File: config.mk
export PLATFORM = sky130hd
export DESIGN_NAME = int_ctrl_flat
export DESIGN_NICKNAME = d
export VERILOG_FILES = /design/src/rtl/int_ctrl_pkg.sv /design/src/rtl/int_ctrl_if.sv /design/src/rtl/int_ctrl_prio_enc.sv /design/src/rtl/int_ctrl.sv /design/src/flat_wrapper.sv
export SDC_FILE = /design/constraint.sdc
export NUM_CORES = 1
export LEC_CHECK = 0
export ABC_AREA = 1
export BUFFER_PORTS_ARGS = -buffer_cell sky130_fd_sc_hd__buf_2
export CAP_MARGIN = 0
export CORE_ASPECT_RATIO = 0.5
export CORE_MARGIN = 4
export CORE_UTILIZATION = 35
export DETAILED_ROUTE_END_ITERATION = 6
export GPL_TIMING_DRIVEN = 0
export HOLD_SLACK_MARGIN = 0.08
export PLACE_DENSITY = 0.62
export SLEW_MARGIN = 15
export SYNTH_ARGS = -nofsm -noshare
export SYNTH_HDL_FRONTEND = slang
export SYNTH_SLANG_ARGS = --single-unit
File: constraint.sdc
create_clock -name clk -period 2.04 [get_ports clk]
set_input_delay 0.102 -clock clk [delete_from_list [all_inputs] [get_ports clk]]
set_output_delay 0.102 -clock clk [all_outputs]
set_load 0.01 [all_outputs]
File: src/rtl/int_ctrl_pkg.sv
// -----------------------------------------------------------------------------
// int_ctrl_pkg
// Shared definitions for the interrupt controller: CSR select codes, the
// sequencer state encoding, the GIE bit position inside MASK, and the default
// vector layout.
// -----------------------------------------------------------------------------
package int_ctrl_pkg;

    // CSR select values driven on csr_addr
    localparam logic [1:0] INT_MASK  = 2'd0;
    localparam logic [1:0] INT_PEND  = 2'd1;
    localparam logic [1:0] INT_EPC   = 2'd2;
    localparam logic [1:0] INT_CAUSE = 2'd3;

    // Global interrupt enable lives in MASK[15]; CAUSE[15] mirrors int_active
    localparam int GIE_BIT = 15;

    // Default vector table: irq 0 at VEC_BASE_DEF, one slot every VEC_STRIDE_DEF
    localparam logic [15:0] VEC_BASE_DEF   = 16'h0040;
    localparam int          VEC_STRIDE_DEF = 4;

    // Sequencer states
    typedef enum logic [2:0] {
        ST_IDLE    = 3'd0,
        ST_DRAIN   = 3'd1,
        ST_CAPTURE = 3'd2,
        ST_SERVICE = 3'd3,
        ST_RETURN  = 3'd4
    } state_e;

endpackage

File: src/rtl/int_ctrl_if.sv
// -----------------------------------------------------------------------------
// int_ctrl_if
// Bundle between the pipeline (master) and the interrupt controller (slave).
//   irq                 : request lines, rising-edge sensitive
//   csr_we/addr/wdata   : CSRW path; csr_rdata is the CSRR result
//   pc_id, id_valid     : return address and validity of the ID stage
//   mem_busy, jump_busy : in-flight operations that must drain first
//   iret                : return-from-interrupt pulse from decode
//   stall, flush, pc_redirect, pc_target : pipeline control back to the core
//   int_active, int_id  : service status
// -----------------------------------------------------------------------------
interface int_ctrl_if #(
    parameter int N_IRQ  = 4,
    parameter int DATA_W = 16
) ();

    logic [N_IRQ-1:0]  irq;
    logic              csr_we;
    logic [1:0]        csr_addr;
    logic [DATA_W-1:0] csr_wdata;
    logic [DATA_W-1:0] csr_rdata;
    logic [DATA_W-1:0] pc_id;
    logic              id_valid;
    logic              mem_busy;
    logic              jump_busy;
    logic              iret;
    logic              stall;
    logic              flush;
    logic              pc_redirect;
    logic [DATA_W-1:0] pc_target;
    logic              int_active;
    logic [2:0]        int_id;

    modport slave (
        input  irq, csr_we, csr_addr, csr_wdata, pc_id, id_valid,
               mem_busy, jump_busy, iret,
        output csr_rdata, stall, flush, pc_redirect, pc_target,
               int_active, int_id
    );

    modport master (
        output irq, csr_we, csr_addr, csr_wdata, pc_id, id_valid,
               mem_busy, jump_busy, iret,
        input  csr_rdata, stall, flush, pc_redirect, pc_target,
               int_active, int_id
    );

endinterface

File: src/rtl/int_ctrl_prio_enc.sv
// -----------------------------------------------------------------------------
// int_prio_enc
// Combinational lowest-index priority encoder.
//   i_req   : N request bits
//   o_valid : at least one request bit set
//   o_idx   : index of the lowest set bit (0 when none)
// -----------------------------------------------------------------------------
module int_prio_enc #(
    parameter int N = 4
) (
    input  logic [N-1:0] i_req,
    output logic         o_valid,
    output logic [2:0]   o_idx
);

    // Scan from the top down so the lowest set bit is the last one to land
    always_comb begin
        o_valid = 1'b0;
        o_idx   = 3'd0;
        for (int i = N - 1; i >= 0; i--) begin
            o_idx   = i_req[i] ? 3'(i) : o_idx;
            o_valid = o_valid | i_req[i];
        end
    end

endmodule

File: src/rtl/int_ctrl.sv
// -----------------------------------------------------------------------------
// int_ctrl
// Interrupt controller and pipeline sequencer for the 16-bit pipelined core.
// Latches irq edges into PEND, holds MASK/GIE, EPC and CAUSE, and when an
// enabled interrupt is pending it stalls fetch, waits for memory and jump
// operations to drain, captures the return PC, flushes ID and redirects to
// the vector. iret restores the PC from EPC.
//   clk   : core clock
//   rst_n : synchronous active-low reset
//   bus   : int_ctrl_if slave port (CSR path, pipeline status and control)
// -----------------------------------------------------------------------------
module int_ctrl
    import int_ctrl_pkg::*;
#(
    parameter int                N_IRQ      = 4,
    parameter int                DATA_W     = 16,
    parameter logic [DATA_W-1:0] VEC_BASE   = VEC_BASE_DEF,
    parameter int                VEC_STRIDE = VEC_STRIDE_DEF
) (
    input logic       clk,
    input logic       rst_n,
    int_ctrl_if.slave bus
);

    state_e            r_state;
    state_e            w_next_state;

    logic [N_IRQ-1:0]  r_mask;
    logic [N_IRQ-1:0]  r_pend;
    logic [N_IRQ-1:0]  r_irq_d;
    logic              r_gie;
    logic              r_pgie;
    logic [DATA_W-1:0] r_epc;
    logic [2:0]        r_int_id;

    logic [N_IRQ-1:0]  w_edge;
    logic [N_IRQ-1:0]  w_en;
    logic [N_IRQ-1:0]  w_w1c;
    logic [N_IRQ-1:0]  w_svc_clr;
    logic [N_IRQ-1:0]  w_pend_nxt;
    logic              w_req;
    logic              w_sel_vld;
    logic [2:0]        w_sel;
    logic              w_mask_we;
    logic              w_pend_we;
    logic              w_epc_we;
    logic              w_drained;

    logic              w_stall;
    logic              w_flush;
    logic              w_redirect;
    logic [DATA_W-1:0] w_target;
    logic              w_active;
    logic [DATA_W-1:0] w_rdata;

    assign w_edge    = bus.irq & ~r_irq_d;
    assign w_en      = r_pend & r_mask;
    assign w_req     = r_gie & (|w_en);
    assign w_drained = ~bus.mem_busy & ~bus.jump_busy & bus.id_valid;

    assign w_mask_we = bus.csr_we & (bus.csr_addr == INT_MASK);
    assign w_pend_we = bus.csr_we & (bus.csr_addr == INT_PEND);
    assign w_epc_we  = bus.csr_we & (bus.csr_addr == INT_EPC);

    // PEND update: W1C and the serviced bit clear, a fresh edge always wins
    assign w_w1c      = w_pend_we ? bus.csr_wdata[N_IRQ-1:0] : '0;
    assign w_svc_clr  = ((r_state == ST_CAPTURE) && w_sel_vld) ? (N_IRQ'(1'b1) << w_sel) : '0;
    assign w_pend_nxt = (r_pend & ~(w_w1c | w_svc_clr)) | w_edge;

    int_prio_enc #(
        .N (N_IRQ)
    ) u_prio_enc (
        .i_req   (w_en),
        .o_valid (w_sel_vld),
        .o_idx   (w_sel)
    );

    // Sequencer state register
    always_ff @(posedge clk) begin
        if (!rst_n) begin
            r_state <= ST_IDLE;
        end else begin
            r_state <= w_next_state;
        end
    end

    // Next-state decode; DRAIN re-checks req every cycle so a mask or W1C change aborts
    always_comb begin
        w_next_state = r_state;
        case (r_state)
            ST_IDLE:    w_next_state = w_req ? ST_DRAIN : ST_IDLE;
            ST_DRAIN: begin
                if (!w_req) begin
                    w_next_state = ST_IDLE;
                end else if (w_drained) begin
                    w_next_state = ST_CAPTURE;
                end else begin
                    w_next_state = ST_DRAIN;
                end
            end
            ST_CAPTURE: w_next_state = ST_SERVICE;
            ST_SERVICE: w_next_state = bus.iret ? ST_RETURN : ST_SERVICE;
            ST_RETURN:  w_next_state = ST_IDLE;
            default:    w_next_state = ST_IDLE;
        endcase
    end

    // Moore output decode from the registered state
    always_comb begin
        w_stall    = 1'b0;
        w_flush    = 1'b0;
        w_redirect = 1'b0;
        w_target   = '0;
        w_active   = 1'b0;
        case (r_state)
            ST_IDLE:  w_stall = 1'b0;
            ST_DRAIN: w_stall = 1'b1;
            ST_CAPTURE: begin
                w_stall    = 1'b1;
                w_flush    = 1'b1;
                w_redirect = 1'b1;
                // wraps modulo 2^DATA_W by construction
                w_target   = VEC_BASE + (DATA_W'(w_sel) * DATA_W'(VEC_STRIDE));
            end
            ST_SERVICE: w_active = 1'b1;
            ST_RETURN: begin
                w_flush    = 1'b1;
                w_redirect = 1'b1;
                w_target   = r_epc;
                w_active   = 1'b1;
            end
            default: w_stall = 1'b0;
        endcase
    end

    // CSR and edge-detect registers; CAPTURE/RETURN side effects are written last so they take priority
    always_ff @(posedge clk) begin
        if (!rst_n) begin
            r_mask   <= '0;
            r_gie    <= 1'b0;
            r_pgie   <= 1'b0;
            r_pend   <= '0;
            r_epc    <= '0;
            r_int_id <= 3'd0;
            r_irq_d  <= '0;
        end else begin
            r_irq_d <= bus.irq;
            r_pend  <= w_pend_nxt;
            if (w_mask_we) begin
                r_mask <= bus.csr_wdata[N_IRQ-1:0];
                r_gie  <= bus.csr_wdata[GIE_BIT];
            end
            if (w_epc_we) begin
                r_epc <= bus.csr_wdata;
            end
            if (r_state == ST_CAPTURE) begin
                r_epc    <= bus.pc_id;
                r_pgie   <= r_gie;
                r_gie    <= 1'b0;
                r_int_id <= w_sel;
            end
            if (r_state == ST_RETURN) begin
                r_gie <= r_pgie;
            end
        end
    end

    // CSR read mux, fields zero-extended
    always_comb begin
        w_rdata = '0;
        case (bus.csr_addr)
            INT_MASK: begin
                w_rdata[N_IRQ-1:0] = r_mask;
                w_rdata[GIE_BIT]   = r_gie;
            end
            INT_PEND:  w_rdata[N_IRQ-1:0] = r_pend;
            INT_EPC:   w_rdata = r_epc;
            INT_CAUSE: begin
                w_rdata[GIE_BIT] = w_active;
                w_rdata[2:0]     = r_int_id;
            end
            default: w_rdata = '0;
        endcase
    end

    assign bus.csr_rdata   = w_rdata;
    assign bus.stall       = w_stall;
    assign bus.flush       = w_flush;
    assign bus.pc_redirect = w_redirect;
    assign bus.pc_target   = w_target;
    assign bus.int_active  = w_active;
    assign bus.int_id      = r_int_id;

endmodule

File: src/flat_wrapper.sv
// flat-port wrapper written by rule: the top's interface ports become plain ports
module int_ctrl_flat import int_ctrl_pkg::*;
#(
    parameter int                N_IRQ      = 4,
    parameter int                DATA_W     = 16,
    parameter logic [DATA_W-1:0] VEC_BASE   = VEC_BASE_DEF,
    parameter int                VEC_STRIDE = VEC_STRIDE_DEF
)
  (clk, rst_n, bus_irq, bus_csr_we, bus_csr_addr, bus_csr_wdata, bus_pc_id, bus_id_valid, bus_mem_busy, bus_jump_busy, bus_iret, bus_csr_rdata, bus_stall, bus_flush, bus_pc_redirect, bus_pc_target, bus_int_active, bus_int_id);
  int_ctrl_if #(.N_IRQ(N_IRQ), .DATA_W(DATA_W)) bus_i ();
  input logic clk;
  input logic rst_n;
  input wire logic [$bits(bus_i.irq)-1:0] bus_irq;
  input wire logic [$bits(bus_i.csr_we)-1:0] bus_csr_we;
  input wire logic [$bits(bus_i.csr_addr)-1:0] bus_csr_addr;
  input wire logic [$bits(bus_i.csr_wdata)-1:0] bus_csr_wdata;
  input wire logic [$bits(bus_i.pc_id)-1:0] bus_pc_id;
  input wire logic [$bits(bus_i.id_valid)-1:0] bus_id_valid;
  input wire logic [$bits(bus_i.mem_busy)-1:0] bus_mem_busy;
  input wire logic [$bits(bus_i.jump_busy)-1:0] bus_jump_busy;
  input wire logic [$bits(bus_i.iret)-1:0] bus_iret;
  output wire logic [$bits(bus_i.csr_rdata)-1:0] bus_csr_rdata;
  output wire logic [$bits(bus_i.stall)-1:0] bus_stall;
  output wire logic [$bits(bus_i.flush)-1:0] bus_flush;
  output wire logic [$bits(bus_i.pc_redirect)-1:0] bus_pc_redirect;
  output wire logic [$bits(bus_i.pc_target)-1:0] bus_pc_target;
  output wire logic [$bits(bus_i.int_active)-1:0] bus_int_active;
  output wire logic [$bits(bus_i.int_id)-1:0] bus_int_id;
  assign bus_i.irq = bus_irq;
  assign bus_i.csr_we = bus_csr_we;
  assign bus_i.csr_addr = bus_csr_addr;
  assign bus_i.csr_wdata = bus_csr_wdata;
  assign bus_i.pc_id = bus_pc_id;
  assign bus_i.id_valid = bus_id_valid;
  assign bus_i.mem_busy = bus_mem_busy;
  assign bus_i.jump_busy = bus_jump_busy;
  assign bus_i.iret = bus_iret;
  assign bus_csr_rdata = bus_i.csr_rdata;
  assign bus_stall = bus_i.stall;
  assign bus_flush = bus_i.flush;
  assign bus_pc_redirect = bus_i.pc_redirect;
  assign bus_pc_target = bus_i.pc_target;
  assign bus_int_active = bus_i.int_active;
  assign bus_int_id = bus_i.int_id;
  int_ctrl #(.N_IRQ(N_IRQ), .DATA_W(DATA_W), .VEC_BASE(VEC_BASE), .VEC_STRIDE(VEC_STRIDE)) u_core (.clk(clk), .rst_n(rst_n), .bus(bus_i));
endmodule
After elaboration in Yosys (flattened, before gate mapping):

Cells that the tools add are included.

* register bits: 36
* input port bits: 45
* output and inout port bits: 39
* word-level logic and storage cells: 68

* add/subtract/negate cells: 1
* eq/ne operators: 7
* shifts and indexed selects: 1
* muxes and demuxes: 24
* bitwise logic cells: 18
* reduce and logical (&&, ||, !) cells: 9

Operators by type and width (number)
* $mux 16: 2
* $pmux 16 s2: 1
* $pmux 3 s4: 2
* $mux 3: 5
* $and 4x4->4: 3
* $mux 11: 1
* $add 7x5->8 const A: 1
* $mux 4: 2
* $not 4->4: 2
* $or 4x4->4: 2
* $mux 1: 7
* $and 1x1->1: 6
* $eq 3x2->1 const B: 2
* $pmux 1 s3: 2
* $reduce_or 2->1: 3
* $eq 2x2->1 const B: 2
* $mux 2: 2
* $reduce_or 4->1: 1
* $shl 1x3->4 const A: 1
* $eq 3x1->1 const B: 1
* $eq 3x3->1 const B: 1
* $logic_not 3->1: 1
* $or 1x1->1: 3
* $reduce_bool 3->1: 1
* 5 further kinds: 6

Logic depth before layout (Yosys ltp):

* word-level depth: 11
* mapped depth: 8
* depth with buffers taken out: 8

Hierarchy:

A second synthesis with hierarchy kept.

* cells, all modules: 354
* area total of the unflattened synthesis: 2165.8 sq um

Modules (own cells, without submodules)
* int_ctrl: instances 1, cells each 344, area each 2118.3 sq um, seq. area each 720.7 sq um
* int_prio_enc: instances 1, cells each 10, area each 47.5 sq um, seq. area each 0.0 sq um

Least setup slack after synthesis:

OpenSTA, ideal clock, no wires.

* path type: reg2reg
* start point: register u_core.r_state[1]
* end point: register u_core.r_epc[10]
* setup time: 123 ps
* arrival time: 949 ps
* data required time: 1917 ps
* path slack: 968 ps
* stages on the path, launching flop included: 9
* path buffers: 1
* period minus slack after synthesis: 1072 ps
* path through: dfxtp_1 inv_2 nor2_4 nand2_2 nand2_2 inv_4 buf_6 nand2_1 a21oi_2

* longest elaborated chain between the ends: 2
* elaborated cells on any way between the ends: 3
* those cells by class: eq/ne (1); mux (1); reduce/logical (1)

RTL lines
* start, declared: line int_ctrl.sv:25 `state_e r_state;`
* start signal, assigned: line int_ctrl.sv:83 `r_state <= w_next_state;`
* $eq 3x2->1 (*): line int_ctrl.sv:156 `if (r_state == ST_CAPTURE) begin`
* $mux 16 / $reduce_bool 2->1 (equally long branches)
* end signal, assigned: line int_ctrl.sv:154 `r_epc <= bus.csr_wdata;`
* end signal, assigned: line int_ctrl.sv:157 `r_epc <= bus.pc_id;`
* end, declared: line int_ctrl.sv:33 `logic [DATA_W-1:0] r_epc;`

Every way passes the cells marked *; elsewhere a longest branch is shown, timed or not.
A chain may end at the register's enable or synchronous reset.

Worst setup path after layout:

* start point: register u_core.r_state[0]
* end point: output bus_pc_target[15]

* longest elaborated chain between the ends: 2
* elaborated cells on any way between the ends: 3
* those cells by class: eq/ne (2); mux (1)

RTL lines
* $eq 3x3->1 / $eq 3x2->1 (equally long branches): line int_ctrl.sv:115 `case (r_state)`
* $pmux 16 s2 (*): line int_ctrl.sv:115
* end, declared: line flat_wrapper.sv:26 `output wire logic [$bits(bus_i.pc_target)-1:0] bus_pc_target;`

Marked as above.

==> results.toml <==
[run_status]
status = "finished clean"

[sta]
setup_violations = 0
worstMarginPinSlew_ns = 0.5198
rsz0062_at_grt = "no"
relSlewSlack_pct = 65.35
post-route-period-util_pct = 87.19
clock_skew_ns = 0.002137
period_needed_ns = 1.779
timing.fmax_ghz = 0.5622
setup_tns_ns = 0
hold_viol = 0
drv_slew = 0

[route]
drt_first_pass_iters = 4
vias = 2257
viasPerCell = 4.541
wirelength_um = 5823
drt_iter0_markers = 104
drc = 0
wire_per_inst_um = 11.72
postRouteAntennaNets = 0

[logic_synthesis]
synth_top_area_share_pct = 33.88
ys_ff_latch = 35
yosysSeqAreaShare_pct = 33.88
yosysMostFrequentCell = "nand2_1"
synth_top_cell_by_area = "dfxtp_1"
synth_area_leaders = "dfxtp_1 (34%), nand2_1 (18%), inv_1 (12%)"
synth-edff-count = 0
synth-main-ff-cell = "dfxtp_1"
synthCells = 331
netlist_area_sq_um = 2068
synth_commonest_cells = "nand2_1 (99), inv_1 (65), nor2_1 (36)"
syn_nets = 376
ys.warnings.count = 0
ys_types = 28
synth-async-reset-ratio_pct = 0
avgSynthCellArea_sq_um = 6.248

[placement]
io_buffers = 81
place.gp.congestion = 0.8135
dp_hpwl_um = 4489
placed_cell_area_sq_um = 2565

[worst_hold_path]
hp-class = "input port to flop"
holdCritStartpoint = "bus_csr_wdata[0]"

[global_routing]
grt_start_max_net_pins = 11
overflow = 0
antenna_found_initial = 0
grt_pass1_vias = 2050
grt_usage_pct = 16.13
grt_pass1_wl_um = 9397

[finish]
drive_gt1_share_pct = 29.72
stdcell_area_sq_um = 2754
seq_area_sq_um = 700.7
nFillCells = 652
finalNetCount = 470
multi_input_area_sq_um = 1017
num_antenna_cells = 0
area_growth_pct = 33.15

[setup_path]
worst_ep_arrival_time_ns = 1.68
r2r-start = "u_core.r_state[2]$_SDFF_PN0_"
worstPathRequired_ns = 1.94
critPathMaxFanout = 10
reg2reg_setup_slack_ns = 0.80
path_class = "flop to primary output"
ff2ff_path_depth = 7
crit_slowest_cell = "clkbuf_1"
endpoint = "bus_pc_target[15]"
crit_family = "buffers and inverters"
worstSetupPathDepth = 5
rr_endpoint = "u_core.r_pend[1]$_SDFF_PN0_"
cp-start-kind = "flop"
path_cells = "inv_2 -> nand3_2 -> clkbuf_1 -> nor2_1 -> buf_2"
cpPeakStageDelay_ns = 0.44
startpoint = "u_core.r_state[0]$_SDFF_PN0_"
endpoint_kind = "primary output"
critical_path_buf_inv_count = 3

[pwr]
peakVddDrop_mv = 0.2548
leakage_uw = 0.001428
powerDensity_nw_per_um2 = 592.4

[die]
die_w_um = 116.7
io-pin-count = 84
rows = 19
die_h_um = 62.36
die-area_sq_um = 7277
core_sq_um = 5610
start_util_pct = 36.86

[clocking]
cts_tree = "yes"
cts.sinks = 35
cts_buffers = 5
clk_latency_ns = 0.27
clk_pin_slew_ns = 0.05
cts_resized = 0
htreeDepth = 2
clockRootBuffer = "clkbuf_16"
cts_buffer_depth = 2

[run]
drv_cap = 0
==> cells by family (layout without fill, tap and decap cells) <==
logic type      count (synthesis)  count (layout)  synth area share [%]
flops                          35              35                 33.88
simple gates                  150             150                 30.01
other cells                     1               1                0.1813
compound gates                 62              62                 19.00
buf+inv                        83             176                 16.94
==> sequential cells by signal, summed over array words and instances, names as in the netlist <==
name,cells
u_core.r_mask,4
u_core.r_gie,1
u_core.r_irq_d,4
u_core.r_pend,4
u_core.bus.int_id,2
u_core.r_epc,16
u_core.r_pgie,1
u_core.r_state,3
==> worst min-delay path by stage <==
| stage | to | cells past startpoint | slack, ns |
|---|---|---|---|
| final | u_core.r_mask[0]$_SDFFE_PN0P_ | 3 | 0.1 |
| after global routing | u_core.r_mask[1]$_SDFFE_PN0P_ | 3 | 0.12 |
| after global placement | u_core.r_irq_d[3]$_SDFF_PN0_ | 3 | 0.30 |
| after detailed placement | u_core.r_irq_d[3]$_SDFF_PN0_ | 3 | 0.30 |
| after floorplan | u_core.r_irq_d[2]$_SDFF_PN0_ | 2 | 0.21 |
| after CTS | u_core.r_mask[1]$_SDFFE_PN0P_ | 3 | 0.10 |
==> final cells by class <==
type / count / share of cell area [%]
Buffer: 13 / 3.090
Clock buffer: 6 / 4.680
Inverter: 70 / 9.632
Multi-Input combinational cell: 213 / 36.94
Sequential cell: 35 / 25.44
Tap cell: 73 / 3.317
Timing Repair Buffer: 87 / 16.90
==> worst reg2reg max path, delay by kind of cell, from the launching register on <==
kind            cells  cell delay [ns]
simple gates        4             0.31
compound gates      1             0.08
buf+inv             2             0.37
flops               1             0.36
==> power by group <==
group          total, uW  internal, uW  leakage (uW)  switching (uW)
clock network        704           439     0.0000628             265
logic                198          86.6       0.00108             111
registers            730           713      0.000286            17.1
total               1630          1240       0.00143             393
==> metal layers <==
layer / track usage [%] / vias to the layer above / wire length (um)
met3: 3.977 / 8 / 332
met1: 20.73 / 1017 / 2702
met5: 0 / - / 0
met2: 26.70 / 49 / 2731
li1: - / 1183 / -
met4: 4.578 / 0 / 57
==> stage by stage <==
stage	instances	hold slack, ns	utilization (%)	setup WS, ns	total power, uW
5_1_grt	497	0.1207	49.09	0.1324	1709
3_5_place_dp	485	0.2983	45.72	0.5418	934.4
2_1_floorplan	331	0.2063	-	0.9685	850.9
6_report	497	0.09923	49.09	0.2613	1631
3_3_place_gp	485	0.2961	45.72	0.5439	933.3
4_1_cts	497	0.1000	49.09	0.2303	1645
==> what timing repair did <==
action                                  4_1_cts  5_1_grt
endpoints found under the setup margin        0        0
hold buffers                                  6        0
endpoints found under the hold margin         6        0
setup buffers                                 0        0
==> placed cells by master (no fill, tap or decap), drive strengths merged <==
cell and instances:
nand2 101, buf 92, inv 69, nor2 38, dfxtp 35, o21ai 30, a21oi 26, clkbuf 8
dlygate4sd3 6, nand3 5, nand4 3, o2111ai 2, o211ai 2, or2 2, o221ai 1, clkinv 1
nor3 1, o21a 1, conb 1
Power figures use the tool's default switching activity.
